### config.mk
export PLATFORM = sky130hd
export DESIGN_NAME = unit_attacker
export DESIGN_NICKNAME = d
export VERILOG_FILES = /design/src/rtl/unit_attacker_pkg.sv /design/src/rtl/unit_mover.sv /design/src/rtl/unit_attacker.sv
export SDC_FILE = /design/constraint.sdc
export NUM_CORES = 1
export LEC_CHECK = 0
export ABC_AREA = 1
export BUFFER_PORTS_ARGS = -buffer_cell sky130_fd_sc_hd__buf_2
export CAP_MARGIN = 25
export CELL_PAD_IN_SITES_DETAIL_PLACEMENT = 1
export CELL_PAD_IN_SITES_GLOBAL_PLACEMENT = 1
export CORE_ASPECT_RATIO = 0.75
export CORE_UTILIZATION = 40
export CTS_CLUSTER_SIZE = 12
export DETAILED_ROUTE_END_ITERATION = 8
export GPL_TIMING_DRIVEN = 0
export PLACE_DENSITY_LB_ADDON = 0.1
export SLEW_MARGIN = 5
export SYNTH_ARGS = -nofsm -noshare
export SYNTH_HDL_FRONTEND = slang
export SYNTH_HIERARCHICAL = 1
export SYNTH_SLANG_ARGS = --single-unit
### constraint.sdc
create_clock -name clk -period 3.1 [get_ports clk]
set_input_delay 0.62 -clock clk [delete_from_list [all_inputs] [get_ports clk]]
set_output_delay 0.62 -clock clk [all_outputs]
set_load 0.02 [all_outputs]
### src/rtl/unit_attacker_pkg.sv
// unit_attacker_pkg: shared game state encodings, field limits and helpers for deployed units
package unit_attacker_pkg;
  localparam int DMG_W = 8;
  localparam logic [8:0] FIELD_MIN = 9'd0;
  localparam logic [8:0] FIELD_MAX = 9'd511;
  typedef enum logic [4:0] {
    S_IDLE   = 5'b00001,
    S_DEPLOY = 5'b00010,
    S_MARCH  = 5'b00100,
    S_ATTACK = 5'b01000,
    S_COOL   = 5'b10000
  } state_e;
  function automatic logic [3:0] cool_load(input logic [3:0] c);
    return (c == 4'd0) ? 4'd1 : c;
  endfunction
endpackage

### src/rtl/unit_mover.sv
// unit_mover: position register with saturating march step and target range compare
module unit_mover
  import unit_attacker_pkg::*;
#(
  parameter logic [8:0] SPEED = 9'd4,
  parameter logic [8:0] RANGE = 9'd32
) (
  input  logic       clk,
  input  logic       reset,
  input  logic       load,
  input  logic       step,
  input  logic       player,
  input  logic [8:0] start_pos,
  output logic [8:0] position,
  output logic       in_range
);
  logic [8:0] pos_q, pos_d;
  logic [9:0] up;
  always_comb begin
    up = {1'b0, pos_q} + {1'b0, SPEED};
    pos_d = load ? start_pos :
            !step ? pos_q :
            player ? ((pos_q < SPEED) ? FIELD_MIN : pos_q - SPEED) :
            ((up > {1'b0, FIELD_MAX}) ? FIELD_MAX : up[8:0]);
  end
  always_ff @(posedge clk or negedge reset)
    if (!reset) pos_q <= FIELD_MIN;
    else pos_q <= pos_d;
  assign position = pos_q;
  assign in_range = player ? (pos_q <= RANGE) : (pos_q >= FIELD_MAX - RANGE);
endmodule

### src/rtl/unit_attacker.sv
// unit_attacker: one deployed unit that marches toward the opposing tower and strikes it periodically
module unit_attacker
  import unit_attacker_pkg::*;
#(
  parameter logic [DMG_W-1:0] DAMAGE   = 8'd16,
  parameter logic [8:0]       SPEED    = 9'd4,
  parameter logic [8:0]       RANGE    = 9'd32,
  parameter logic [3:0]       COOLDOWN = 4'd8
) (
  input  logic             clk,
  input  logic             reset,
  input  logic             gameTick,
  input  logic             player,
  input  logic             deploy,
  input  logic             abort,
  input  logic             targetDead,
  output logic [DMG_W-1:0] damageOut,
  output logic             attackSCEN,
  output logic [8:0]       position,
  output logic             active,
  output logic [7:0]       hitCount
);
  state_e state_q, state_d;
  logic attack_q, attack_d, load, step, in_range;
  logic [DMG_W-1:0] dmg_q, dmg_d;
  logic [7:0] hit_q, hit_d;
  logic [3:0] cnt_q, cnt_d;
  always_ff @(posedge clk or negedge reset)
    if (!reset) state_q <= S_IDLE;
    else state_q <= state_d;
  always_comb begin
    state_d = state_q;
    case (state_q)
      S_IDLE:   state_d = deploy ? S_DEPLOY : S_IDLE;
      S_DEPLOY: state_d = S_MARCH;
      S_MARCH:  state_d = targetDead ? S_IDLE : (gameTick && in_range) ? S_ATTACK : S_MARCH;
      S_ATTACK: state_d = targetDead ? S_IDLE : S_COOL;
      S_COOL:   state_d = targetDead ? S_IDLE : (gameTick && cnt_q <= 4'd1) ? S_ATTACK : S_COOL;
      default:  state_d = S_IDLE;
    endcase
    if (abort) state_d = S_IDLE;
  end
  // strike outputs are registered on entry to ATTACK so they line up with that state
  always_comb begin
    load = state_q == S_DEPLOY;
    step = state_q == S_MARCH && gameTick && !in_range && state_d == S_MARCH;
    attack_d = state_d == S_ATTACK;
    dmg_d = attack_d ? DAMAGE : '0;
    hit_d = load ? 8'd0 : (attack_d && hit_q != 8'hFF) ? hit_q + 8'd1 : hit_q;
    cnt_d = attack_d ? cool_load(COOLDOWN) :
            (state_q == S_COOL && gameTick && cnt_q != 4'd0) ? cnt_q - 4'd1 : cnt_q;
  end
  always_ff @(posedge clk or negedge reset)
    if (!reset) begin
      attack_q <= 1'b0;
      dmg_q <= '0;
      hit_q <= 8'd0;
      cnt_q <= 4'd0;
    end else begin
      attack_q <= attack_d;
      dmg_q <= dmg_d;
      hit_q <= hit_d;
      cnt_q <= cnt_d;
    end
  unit_mover #(.SPEED(SPEED), .RANGE(RANGE)) u_mover (
    .clk(clk),
    .reset(reset),
    .load(load),
    .step(step),
    .player(player),
    .start_pos(player ? FIELD_MAX : FIELD_MIN),
    .position(position),
    .in_range(in_range)
  );
  assign attackSCEN = attack_q;
  assign damageOut = dmg_q;
  assign hitCount = hit_q;
  assign active = state_q != S_IDLE;
endmodule

== Word level (Yosys, flattened, before mapping) ==
Index checks and enable logic that the tools add are counted.

* Flip-flop bits (word level): 32
* Input port bits: 7
* Output and inout bits: 27

* Add/sub/neg operators: 4
* Magnitude comparators: 5
* Equal/unequal tests: 9
* Muxes and demuxes: 20
* Reduce and logical (&&, ||, !) cells: 13

{| class="wikitable"
|+ Operators by type and width
! kind !! count
|-
| $mux W9 || 6
|-
| $mux W5 || 5
|-
| $pmux W5 S5 || 1
|-
| $mux W4 || 4
|-
| $mux W8 || 2
|-
| $add A9 B3 Y10 const B || 1
|-
| $eq A5 B3 Y1 const B || 2
|-
| $eq A5 B4 Y1 const B || 2
|-
| $gt A10 B9 Y1 const B || 1
|-
| $ge A9 B9 Y1 const B || 1
|-
| $le A9 B6 Y1 const B || 1
|-
| $lt A9 B3 Y1 const B || 1
|-
| $sub A9 B3 Y9 const B || 1
|-
| $add A8 B1 Y8 const B || 1
|-
| $logic_and A1 B1 Y1 || 8
|-
| $ne A8 B8 Y1 const B || 1
|-
| $reduce_bool A2 Y1 || 3
|-
| $eq A5 B1 Y1 const B || 1
|-
| $eq A5 B2 Y1 const B || 1
|-
| $eq A5 B5 Y1 const B || 1
|-
| $ne A5 B1 Y1 const B || 1
|-
| $le A4 B1 Y1 const B || 1
|-
| $reduce_bool A4 Y1 || 1
|-
| $sub A4 B1 Y4 const B || 1
|-
| 3 further kinds || 3
|}

== Longest topological paths before layout ==
* Depth in word-level cells: 11
* Gate-level depth with buffers: 15

== Cells and area by module ==
Netlist, hierarchy kept.

{| class="wikitable"
|+ By module, submodules not included
! module !! instances !! cells each !! area each (um^2) !! sequential area each (um^2)
|-
| unit_attacker || 1 || 150 || 1172.4 || 451.7
|-
| unit_mover || 1 || 146 || 902.1 || 225.2
|}

== Worst setup path before layout ==
OpenSTA, ideal clock, no wires.

* Path kind: flip-flop to flip-flop
* From: reg u_mover.pos_q[3] (netlist: u_mover/position[3])
* To: reg u_mover.pos_q[7] (netlist: u_mover/position[7])
* Arrival time: 2237 ps
* Required time: 2983 ps
* Setup slack: 746 ps
* Cell stages (with the launch flop): 15
* Period minus slack after synthesis: 2354 ps
* Path through: dfrtp_1 ha_1 nand2_1 inv_1 nor2_1 o31ai_1 nand2_1 nand2_1 o22ai_1 and3_1 nor2_1 clkbuf_1 nor2_1 nand2_1 nand2_1

* Longest elaborated chain between the ends: 10

{| class="wikitable"
|+ RTL lines
! element !! line !! RTL
|-
| start: declaration || unit_mover.sv:17 || <nowiki>logic [8:0] pos_q, pos_d;</nowiki>
|-
| start signal: assignment || unit_mover.sv:28 || <nowiki>else pos_q <= pos_d;</nowiki>
|-
| $ge A9 B9 Y1 / $le A9 B6 Y1 (equally long branches) || unit_mover.sv:30 || <nowiki>assign in_range = player ? (pos_q <= RANGE) : (pos_q >= FIELD_MAX - RANGE);</nowiki>
|-
| $mux W1 * || unit_mover.sv:30 ||
|-
| net in_range || unit_attacker.sv:24 || <nowiki>logic attack_q, attack_d, load, step, in_range;</nowiki>
|-
| $logic_and A1 B1 Y1 * || unit_attacker.sv:36 || <nowiki>S_MARCH: state_d = targetDead ? S_IDLE : (gameTick && in_range) ? S_ATTACK : S_MARCH;</nowiki>
|-
| $mux W4 * (2 in a row) || unit_attacker.sv:36 ||
|-
| $pmux W5 S5 * || unit_attacker.sv:33 || <nowiki>case (state_q)</nowiki>
|-
| $mux W5 * || unit_attacker.sv:41 || <nowiki>if (abort) state_d = S_IDLE;</nowiki>
|-
| net state_d[2] || unit_attacker.sv:23 || <nowiki>state_e state_q, state_d;</nowiki>
|-
| $eq A5 B3 Y1 * || unit_attacker.sv:46 || <nowiki>step = state_q == S_MARCH && gameTick && !in_range && state_d == S_MARCH;</nowiki>
|-
| $logic_and A1 B1 Y1 * || unit_attacker.sv:46 ||
|-
| net step || unit_attacker.sv:24 ||
|-
| $reduce_bool A2 Y1 (no source line) * || n/a ||
|}

The timed path passes the listed nets; every way through them passes the cells marked *. The select of a mux whose other input is x is not followed.
A chain may end at the register's enable or synchronous reset.

== Worst setup path after layout ==
Ends and elaborated chain as after synthesis.

==> metrics.txt <==
startpoint class of the critical path register; drt via density 4.95; leakage power 0.00134 uW; Post-synth top flop dfrtp_1; post-synthesis sequential area ratio 32.6%; die area 0.00548 mm2; final worst-path cycle share 85.2%; Setup WS pre-CTS 135 ps; critical path arrival 2810 ps; share of total power in the clock network 15.0%; Combinational Power Share 49.6%; max-slew violations 0; via count 1939; Final Skew 6.14 ps; DP Cell Count 388; chip height 64.4 um; Synth top area share 31.4%; Internal 724 uW; WS Path Type register to register; layout cell share with drive strength beyond 1 21.4%; core area 0.00493 mm2; post-synth cell types 38; drt drc 0; antenna-violating nets left 0; Hold Violations, Final 0; Hold Crit Class input port to asynchronous set/reset pin; CP Data Required Time 3270 ps; Yosys warnings 6; Worst Max-Slew Pin Slew 606 ps; commonest cells after routing, fill and taps aside 82 x nand2_1, 34 x nand3_1, 33 x nor2_1; outcome complete, no violations; RSZ-0062 raised after global routing no; Ports 34; worst reg2reg path depth 14; initial antenna violation count 0; Peak VDD IR 0.310 mV; Switch Pwr 612 uW; clk sink count 27; DRT iter0 DRCs 116; setup violators final 0; fillers 683; Gate Count Post-Synth 296; Rows 22; grt total ovfl 0; clock root buffer clkbuf_8; Inserted Clock Buffers 3; HPWL Detailed 4340 um; Post-CTS Hold Buffers 0; Max-cap violations 0; Final Critical Period 2640 ps; clock insertion delay at the later pin of the skew report 270 ps; CP max FO 10; total negative slack 0 ps; Port Buffers 26; Chip Width 85.2 um; deepest clock path buffer count 2; DR pass1 iterations 4; most common cell after layout, fill and taps aside nand2_1; CTS tree built; Synth Register Bits 27; fin cells 392; number of global-route vias before repair 1947; pwr/cell area 569 mW/mm2; top area cells in the synthesized netlist dfrtp_1 31%, nand2_1 15%, nand3_1 8.2%, nor2_1 6.0%, inv_1 5.4%; Post-Route WL 5400 um; area grow syn2layout 13.2%; Sw Ratio 45.8%; first-pass GRT wire length 9290 um; Post-synth ARST share 100%; hold slack 340 ps; highest clock rate 379 MHz; critical path capture point type register; Netlist Area Pre-Place 0.00207 mm2; Seq pwr share 35.4%; drt wl/cell 13.8 um; Final nets 347; largest net degree at the start of global routing 28; GRT Util Overall 21.5%; H-tree depth 1; Syn Area/Cell 7.01 um2; Ant. Diodes 0; Reg clk slew, reported paths 90 ps; final worst setup slack 460 ps; Post-synth EDFFs 0; initial core utilization 42.1%; top cell type by total area after synthesis dfrtp_1; Slew headroom 59.6%; RePlAce Congestion 0.867
state kept, by name (all words and copies together), names as in the netlist:
name	flops
cnt_q	4
state_q	5
hitCount	8
damageOut	1
u_mover/position	9
power by group through the flow:
| stage | Clock [uW] | Sequential, uW | Combinational (uW) |
|---|---|---|---|
| detailed placement | 0 | 481 | 658 |
| floorplan | 0 | 522 | 430 |
| CTS | 211 | 475 | 661 |
| finish | 200 | 473 | 662 |
| global route | 220 | 484 | 736 |
| global placement | 0 | 479 | 651 |
Yosys cell counts, drive strengths merged (2+ instances only):
cell type / number
xnor2: 2
nand2: 89
inv: 32
o21ai: 7
xor2: 7
buf: 13
o22ai: 2
nor2: 46
clkinv: 2
o21bai: 2
ha: 7
nand4: 9
nand3: 37
a21oi: 4
dfrtp: 26
path summary, 6_finish.rpt:
path	endpoint	start	slack, ps
max	u_mover/position[7]$_DFFE_PN0P_	u_mover/position[3]$_DFFE_PN0P_	460
min	cnt_q[1]$_DFFE_PN0P_	reset	340
max reg2reg	u_mover/position[7]$_DFFE_PN0P_	u_mover/position[3]$_DFFE_PN0P_	460
min reg2reg	cnt_q[3]$_DFFE_PN0P_	cnt_q[3]$_DFFE_PN0P_	520
max in group asynchronous	hitCount[7]$_DFFE_PN0P_	reset	2360
min in group clk	cnt_q[3]$_DFFE_PN0P_	cnt_q[3]$_DFFE_PN0P_	520
repair_timing:
item | 4_1_cts | 5_1_grt
endpoints found under the setup margin | 0 | 2
buffers inserted | 0 | 0
resized for setup | 0 | 2
through the flow:
| stage | util, % | power [uW] | cell area (um2) |
|---|---|---|---|
| after floorplan | - | 951 | 2100 |
| after global placement | 46.7 | 1130 | 2300 |
| after detailed placement | 46.7 | 1140 | 2300 |
| after CTS | 47.6 | 1350 | 2350 |
| after global routing | 47.7 | 1440 | 2350 |
| final | 47.7 | 1340 | 2350 |
logic make-up after synthesis:
group / count (synthesis) / synth area share [%]
AO/OA/AOI/OAI: 19 / 5.37
adder cells (fa/ha/maj): 7 / 4.22
buffers and inverters: 48 / 11.4
XOR/XNOR: 9 / 3.80
AND/OR/NAND/NOR: 185 / 42.4
other: 1 / 0.181
flip-flops: 27 / 32.6
per-layer routing:
metal | wire [um] | vias to the layer above | track usage, %
met5 | 0 | - | 0
met4 | 10 | 0 | 2.75
met3 | 165 | 3 | 3.62
met2 | 2300 | 33 | 33.5
met1 | 2930 | 908 | 31.9
li1 | - | 995 | -
layout make-up:
class                      instances  area (um2)  area share [%]
buffer                            14         109            4.64
clock buffer                       4        45.0            1.92
inverter                          34         129            5.49
multi-input combinational        227        1180            50.4
sequential                        27         677            28.8
tap                               60        75.1            3.20
timing repair buffer              26         130            5.54
worst max-delay path: stages, from the launching register on:
cell	delay, ps
dfrtp_1	550
ha_1	230
nand2_1	90
inv_1	80
nor2_1	50
o31ai_1	340
nand2_1	120
nand2_1	90
o22ai_1	100
and3_1	200
nor2_1	180
clkbuf_2	290
nor2_1	90
nand2_1	70
nand2_1	50
(Power assumes the default switching activity.)
